$ cat src/rtl/fp_result_disp_seq.sv
// Shows a captured 32-bit FPU result on the seven-segment driver one byte at a time, MSB first.
// Define FP_DISP_SEQ_LOOP_EN to make the sequence repeat and accept new results while it runs.
module fp_result_disp_seq #(
    parameter logic [31:0] DWELL_CYCLES = 32'd50000000
) (
    input  logic        clk,
    input  logic        rst,
    input  logic [31:0] result,
    input  logic        result_valid,
    output logic        result_ready,
    input  logic        next,
    output logic [7:0]  char,
    output logic [1:0]  byte_idx,
    output logic        busy,
    output logic        done
);

    localparam logic [0:0] ST_IDLE = 1'b0;
    localparam logic [0:0] ST_SHOW = 1'b1;
    localparam logic [31:0] DWELL_LAST = DWELL_CYCLES - 32'd1;

    logic [0:0]  state_reg;
    logic [31:0] word_reg;
    logic [31:0] cnt_reg;
    logic [1:0]  idx_reg;
    logic [7:0]  char_reg;
    logic        busy_reg;
    logic        done_reg;

    logic [7:0]  word_bytes [4];
    logic        accept;
    logic        advance;

    generate
        for (genvar gi = 0; gi < 4; gi++) begin : g_bytes
            assign word_bytes[gi] = word_reg[8*gi +: 8];
        end
    endgenerate

`ifdef FP_DISP_SEQ_LOOP_EN
    assign result_ready = 1'b1;
`else
    assign result_ready = (state_reg == ST_IDLE);
`endif

    assign accept  = result_valid && result_ready;
    // Expiry and a skip pulse in the same cycle collapse into a single advance.
    assign advance = (state_reg == ST_SHOW) && ((cnt_reg == DWELL_LAST) || next);

    always_ff @(posedge clk) begin
        if (rst) begin
            state_reg <= ST_IDLE;
            word_reg  <= 32'h0;
            cnt_reg   <= 32'h0;
            idx_reg   <= 2'd3;
            char_reg  <= 8'h00;
            busy_reg  <= 1'b0;
            done_reg  <= 1'b0;
        end else begin
            done_reg <= 1'b0;
            if (accept) begin
                // The first byte is taken straight from the input so it appears one cycle later.
                word_reg  <= result;
                idx_reg   <= 2'd3;
                cnt_reg   <= 32'h0;
                char_reg  <= result[31:24];
                busy_reg  <= 1'b1;
                state_reg <= ST_SHOW;
            end else if (state_reg == ST_SHOW) begin
                if (advance) begin
                    cnt_reg <= 32'h0;
                    if (idx_reg != 2'd0) begin
                        idx_reg  <= idx_reg - 2'd1;
                        char_reg <= word_bytes[idx_reg - 2'd1];
                    end else begin
                        done_reg <= 1'b1;
`ifdef FP_DISP_SEQ_LOOP_EN
                        idx_reg  <= 2'd3;
                        char_reg <= word_bytes[3];
`else
                        state_reg <= ST_IDLE;
                        busy_reg  <= 1'b0;
`endif
                    end
                end else begin
                    cnt_reg <= cnt_reg + 32'd1;
                end
            end
        end
    end

    assign char     = char_reg;
    assign byte_idx = idx_reg;
    assign busy     = busy_reg;
    assign done     = done_reg;

endmodule

$ cat config.mk
export PLATFORM = sky130hd
export DESIGN_NAME = fp_result_disp_seq
export DESIGN_NICKNAME = d
export VERILOG_FILES = /design/src/rtl/fp_result_disp_seq.sv
export SDC_FILE = /design/constraint.sdc
export NUM_CORES = 1
export LEC_CHECK = 0
export BUFFER_PORTS_ARGS = -buffer_cell sky130_fd_sc_hd__buf_2
export CORE_MARGIN = 3
export CORE_UTILIZATION = 45
export CTS_CLUSTER_DIAMETER = 200
export DETAILED_ROUTE_END_ITERATION = 6
export PLACE_DENSITY = 0.65
export SLEW_MARGIN = 15
export SYNTH_ARGS = -nofsm -noshare
export SYNTH_HDL_FRONTEND = slang
export SYNTH_SLANG_ARGS = --single-unit
$ cat constraint.sdc
create_clock -name clk -period 2.83 [get_ports clk]
set_clock_uncertainty 0.05 [all_clocks]
set_input_delay 0.4245 -clock clk [delete_from_list [all_inputs] [get_ports clk]]
set_output_delay 0.4245 -clock clk [all_outputs]
set_load 0.1 [all_outputs]
Yosys cells after proc, flatten, opt, wreduce, memory -nomap -nowiden
Index checks and enable logic that the tools add are counted.
{"block": "totals", "wordCells": 44, "regBits": 77, "inputBits": 36, "out_inout_bits": 13}
{"block": "classes", "mux": 17, "addsub": 2, "order_cmp": 1, "n_eq_ne": 2, "reduce_logical": 12, "bitwise": 3}
{"operator": "8-bit two-way mux", "count": 6}
{"operator": "32-bit by 1-bit adder with 32-bit output (second input constant)", "count": 1}
{"operator": "32-bit by 26-bit equality test with 1-bit output (second input constant)", "count": 1}
{"operator": "32-bit two-way mux", "count": 1}
{"operator": "8-bit binary-select mux with 2-bit select", "count": 1}
{"operator": "1-bit two-way mux", "count": 9}
{"operator": "3-bit AND reduction", "count": 3}
{"operator": "2-bit nonzero test", "count": 4}
{"operator": "4-bit OR reduction", "count": 1}
{"operator": "3-bit greater-or-equal comparator (second input constant)", "count": 1}
{"operator": "2-bit inverter with 3-bit output", "count": 1}
{"operator": "1-bit logical AND", "count": 2}
{"operator": "2-bit != test (second input constant)", "count": 1}
{"operator": "1-bit inverter", "count": 2}
{"operator": "2-bit OR reduction", "count": 1}
{"operator": "2-bit by 1-bit subtractor with 2-bit output (second input constant)", "count": 1}
{"operator": "1-bit logical OR", "count": 1}

Logic depth before layout (Yosys ltp)
{"block": "depth", "word_depth": 9, "depth_mapped": 8}

Least setup slack after synthesis
No wires, ideal clock.
{"block": "synth_path", "kind": "register -> register", "from": "reg idx_reg[0], in the netlist byte_idx[0]", "to": "reg char_reg[7], in the netlist char[7]", "stages_incl_launch_ff": 8, "setup_ps": 138, "arrival_ps": 2911, "path_slack_ps": -268, "path_buffers": 2, "required_ps": 2642, "cell_sequence": "dfxtp_1 clkbuf_1 inv_1 ha_1 buf_1 mux4_2 mux2i_1 a211oi_1"}
{"block": "synth_via", "elab_chain_len": 9, "elab_cells_between_ends": 12, "cone_classes": "add/sub: 1; mux: 7; bitwise: 1; reduce/logical: 3"}
{"element": "start: declaration", "line": "25", "source": "logic [1:0] idx_reg;"}
{"element": "start signal: assignment", "line": "73", "source": "idx_reg <= idx_reg - 2'd1;"}
{"element": "2-bit by 1-bit subtractor with 2-bit output", "line": "74", "source": "char_reg <= word_bytes[idx_reg - 2'd1];"}
{"element": "2-bit inverter with 3-bit output (not written as such)", "line": "74"}
{"element": "8-bit binary-select mux with 2-bit select", "line": "74"}
{"element": "8-bit two-way mux (not written as such) (2 in a row)", "line": "74"}
{"element": "8-bit two-way mux", "line": "72", "source": "if (idx_reg != 2'd0) begin"}
{"element": "8-bit two-way mux", "line": "70", "source": "if (advance) begin"}
{"element": "8-bit two-way mux", "line": "69", "source": "end else if (state_reg == ST_SHOW) begin"}
{"element": "8-bit two-way mux", "line": "61", "source": "if (accept) begin"}
{"element": "end signal: assignment", "line": "66", "source": "char_reg <= result[31:24];"}
{"element": "end signal: assignment", "line": "74"}
{"element": "end: declaration", "line": "26", "source": "logic [7:0] char_reg;"}
Several ways; a longest one is shown, not always the timed one. The select of a mux whose other input is x is not followed.
A chain may end at the register's enable or synchronous reset.

Worst setup path after layout
{"block": "layout_path", "from": "reg cnt_reg[0]", "to": "reg char_reg[4], in the netlist char[4]"}
{"block": "layout_via", "elab_chain_len": 5}
{"element": "start: declaration", "line": "24", "source": "logic [31:0] cnt_reg;"}
{"element": "start signal: assignment", "line": "86", "source": "cnt_reg <= cnt_reg + 32'd1;"}
{"element": "32-bit by 26-bit equality test with 1-bit output", "line": "48", "source": "assign advance = (state_reg == ST_SHOW) && ((cnt_reg == DWELL_LAST) || next);"}
{"element": "1-bit logical OR", "line": "48"}
{"element": "1-bit logical AND", "line": "48"}
{"element": "2-bit nonzero test (no line)"}
{"element": "3-bit AND reduction (no line)"}
Every way passes these cells.

==> out/results.txt <==
later-pin clock latency in the skew report - 350 ps
fmax - 0.428 GHz
CTS tree - yes
Tcrit/Tclk final - 82.5%
average size of a mapped cell - 8.59 um2
total track usage - 17.9%
Die W - 92.6 um
routability cong. - 0.796
P&R area growth vs syn - 15.1%
most common cell after layout, fill and taps aside - nand2_1
Hold Startpoint - result[19]
Remaining Overflow, GRT - 0
syn_nets - 431
CP peak stage delay - 650 ps
Avg Vias per Cell - 5.17
Final Max Tran Viols - 0
Worst-path clk slew - 80 ps
final worst path period need - 2330 ps
Buf/Inv on CP - 0
Mapped Cells - 393
Die Ht - 92.6 um
Seq/Total Area, Yosys - 45.7%
worst-case hold path end point - word_reg[19]$_SDFFE_PP0P_
worst-margin pin slew - 691 ps
Yosys Warn Count - 0
Finished Core Util - 55.3%
Cell Chain, Critical Path - ha_1 > and4_1 > nand4_1 > o41a_1 > mux2i_1 > a211oi_1
H-tree depth - 3
CP Launch Type - register
flops & latches, synth - 77
wire per inst - 13.5 um
DRC - 0
Post-DP Area - 3670 um2
Top Family by Delay on Critical Path - compound AO/OA/AOI/OAI gates
crit path kind - reg2reg
Num CTS Buffers - 9
Setup TNS - 0 ps
most frequent cells in the layout - nand2_1 (79), dfxtp_1 (76), buf_2 (48), nor2_1 (45), a21oi_1 (33)
Fill cells - 672
Core Rows - 30
vias in the first global route - 2630
worst vdd ir - 0.000450 V
EDFF count, synth - 0
Post-CTS Setup Inserts - 0
detailed placer's ending HPWL - 4860 um
min-delay worst type - in2reg
WHS Path Cells - 3
n_diodes - 0
Max Cap Viol - 0
Pre-antenna DRT Iters - 4
share of cells above drive strength 1 - 18.4%
fraction of registers with async set/reset - 0%
PostCTS Resize Cnt - 0
Synth Flop Type - dfxtp_1
Routed WL - 7160 um
Synth cell types - 34
Setup Viol. Count Final - 0
maximum fanout along the worst path - 11
CORE AREA - 7020 um2
final net count - 469
cell area after layout - 3880 um2
Setup crit end kind - register
die area - 8570 um2
Hold Vio Cnt, Final - 0
Mapped Area - 3370 um2
Clk Tree Root Cell - clkbuf_8
IO Port Bufs - 48
Worst Path Arrival - 2540 ps
PD cells - 601 nW/um2
Vias - 2743
reg2reg path depth - 6
FF-to-FF Start - cnt_reg[0]$_SDFFE_PP0P_
first-pass GRT wire length - 12400 um
Critical Path RT - 3040 ps
RR Endpoint - char[4]$_SDFFE_PP0P_
antenna viol nets, final - 0
clock buffer depth - 2
IO Count - 49
Slowest-stage cell, CP - o41a_1
Max-slew headroom - 53.9%
TritonCTS Sinks - 77
RSZ-0062 raised after global routing - no
largest net degree at the start of global routing - 50
leakage power - 1.46 nW
status - finished clean
initial antenna violation count - 0
Iter 0 DRT Violations - 80
initial core utilization - 48.1%
Hold Buf Count CTS - 0
Reg2Reg Setup Slack - 500 ps
tightest hold or removal path, cell delays in order:
cell and delay (ps):
buf_2 90, nand2_1 40, a21oi_1 50
Yosys cell counts, drive strengths merged (2+ instances only):
master,count,area (um2)
inv,8,30.0
nand4,9,62.6
and3,4,25.0
a211oi,8,60.1
xor2,6,52.6
nor3,12,60.1
nand3,13,70.1
buf,10,58.8
mux4,8,180
nor2b,2,12.5
nand2,79,297
dfxtp,77,1540
nor2,45,169
and4,5,43.8
nor4,11,68.8
clkbuf,16,60.1
ha,2,25.0
mux2i,9,90.1
a21oi,33,165
nor4b,3,26.3
xnor2,25,219
worst max path at each step:
stage	start	end	slack [ps]	cells past startpoint
finish	cnt_reg[0]$_SDFFE_PP0P_	char[4]$_SDFFE_PP0P_	500	6
detailed placement	cnt_reg[0]$_SDFFE_PP0P_	char[4]$_SDFFE_PP0P_	500	6
global placement	cnt_reg[0]$_SDFFE_PP0P_	char[5]$_SDFFE_PP0P_	610	6
CTS	cnt_reg[0]$_SDFFE_PP0P_	char[4]$_SDFFE_PP0P_	470	6
floorplan	byte_idx[0]$_SDFFE_PP1P_	char[7]$_SDFFE_PP0P_	40	7
global route	cnt_reg[0]$_SDFFE_PP0P_	char[7]$_SDFFE_PP0P_	300	6
logic make-up (layout without fill, tap and decap cells):
group / after synthesis / in the layout / share of synthesized area, %
buffers and inverters: 34 / 76 / 4.41
AND/OR/NAND/NOR: 187 / 187 / 25.5
AO/OA/AOI/OAI: 45 / 45 / 7.64
multiplexers: 17 / 17 / 8.01
flip-flops: 77 / 77 / 45.7
adder cells (fa/ha/maj): 2 / 2 / 0.741
XOR/XNOR: 31 / 31 / 8.05
layout make-up:
class / count / area (um2) / area share [%]
Tap cell: 96 / 120 / 3.09
Clock inverter: 5 / 85.1 / 2.19
Sequential cell: 77 / 1540 / 39.7
Timing Repair Buffer: 53 / 290 / 7.48
Clock buffer: 10 / 128 / 3.29
Multi-Input combinational cell: 282 / 1690 / 43.4
Inverter: 8 / 30.0 / 0.773
per-layer routing:
layer	up-vias	track usage (%)	share of wire, %
met4	0	5.94	1.2
li1	1410	-	-
met1	1280	24.5	50
met5	-	0	0
met2	44	27.4	44
met3	9	4.79	4.0
where the power goes:
| part | leakage, nW | internal [mW] | switching (mW) | total [mW] |
|---|---|---|---|---|
| sequential | 0.627 | 1.12 | 0.0248 | 1.15 |
| combinational | 0.728 | 0.0872 | 0.195 | 0.282 |
| clock | 0.103 | 0.497 | 0.405 | 0.902 |
per-stage QoR:
stage | power [mW] | setup WS (ps) | cells | hold slack (ps)
after global routing | 2.43 | 299 | 531 | 240
after floorplan | 1.38 | 35.9 | 393 | 383
after detailed placement | 1.46 | 498 | 516 | 397
after CTS | 2.36 | 474 | 531 | 238
final | 2.33 | 496 | 531 | 254
after global placement | 1.45 | 605 | 516 | 390
Note: power is estimated with default switching activity, not from simulation.
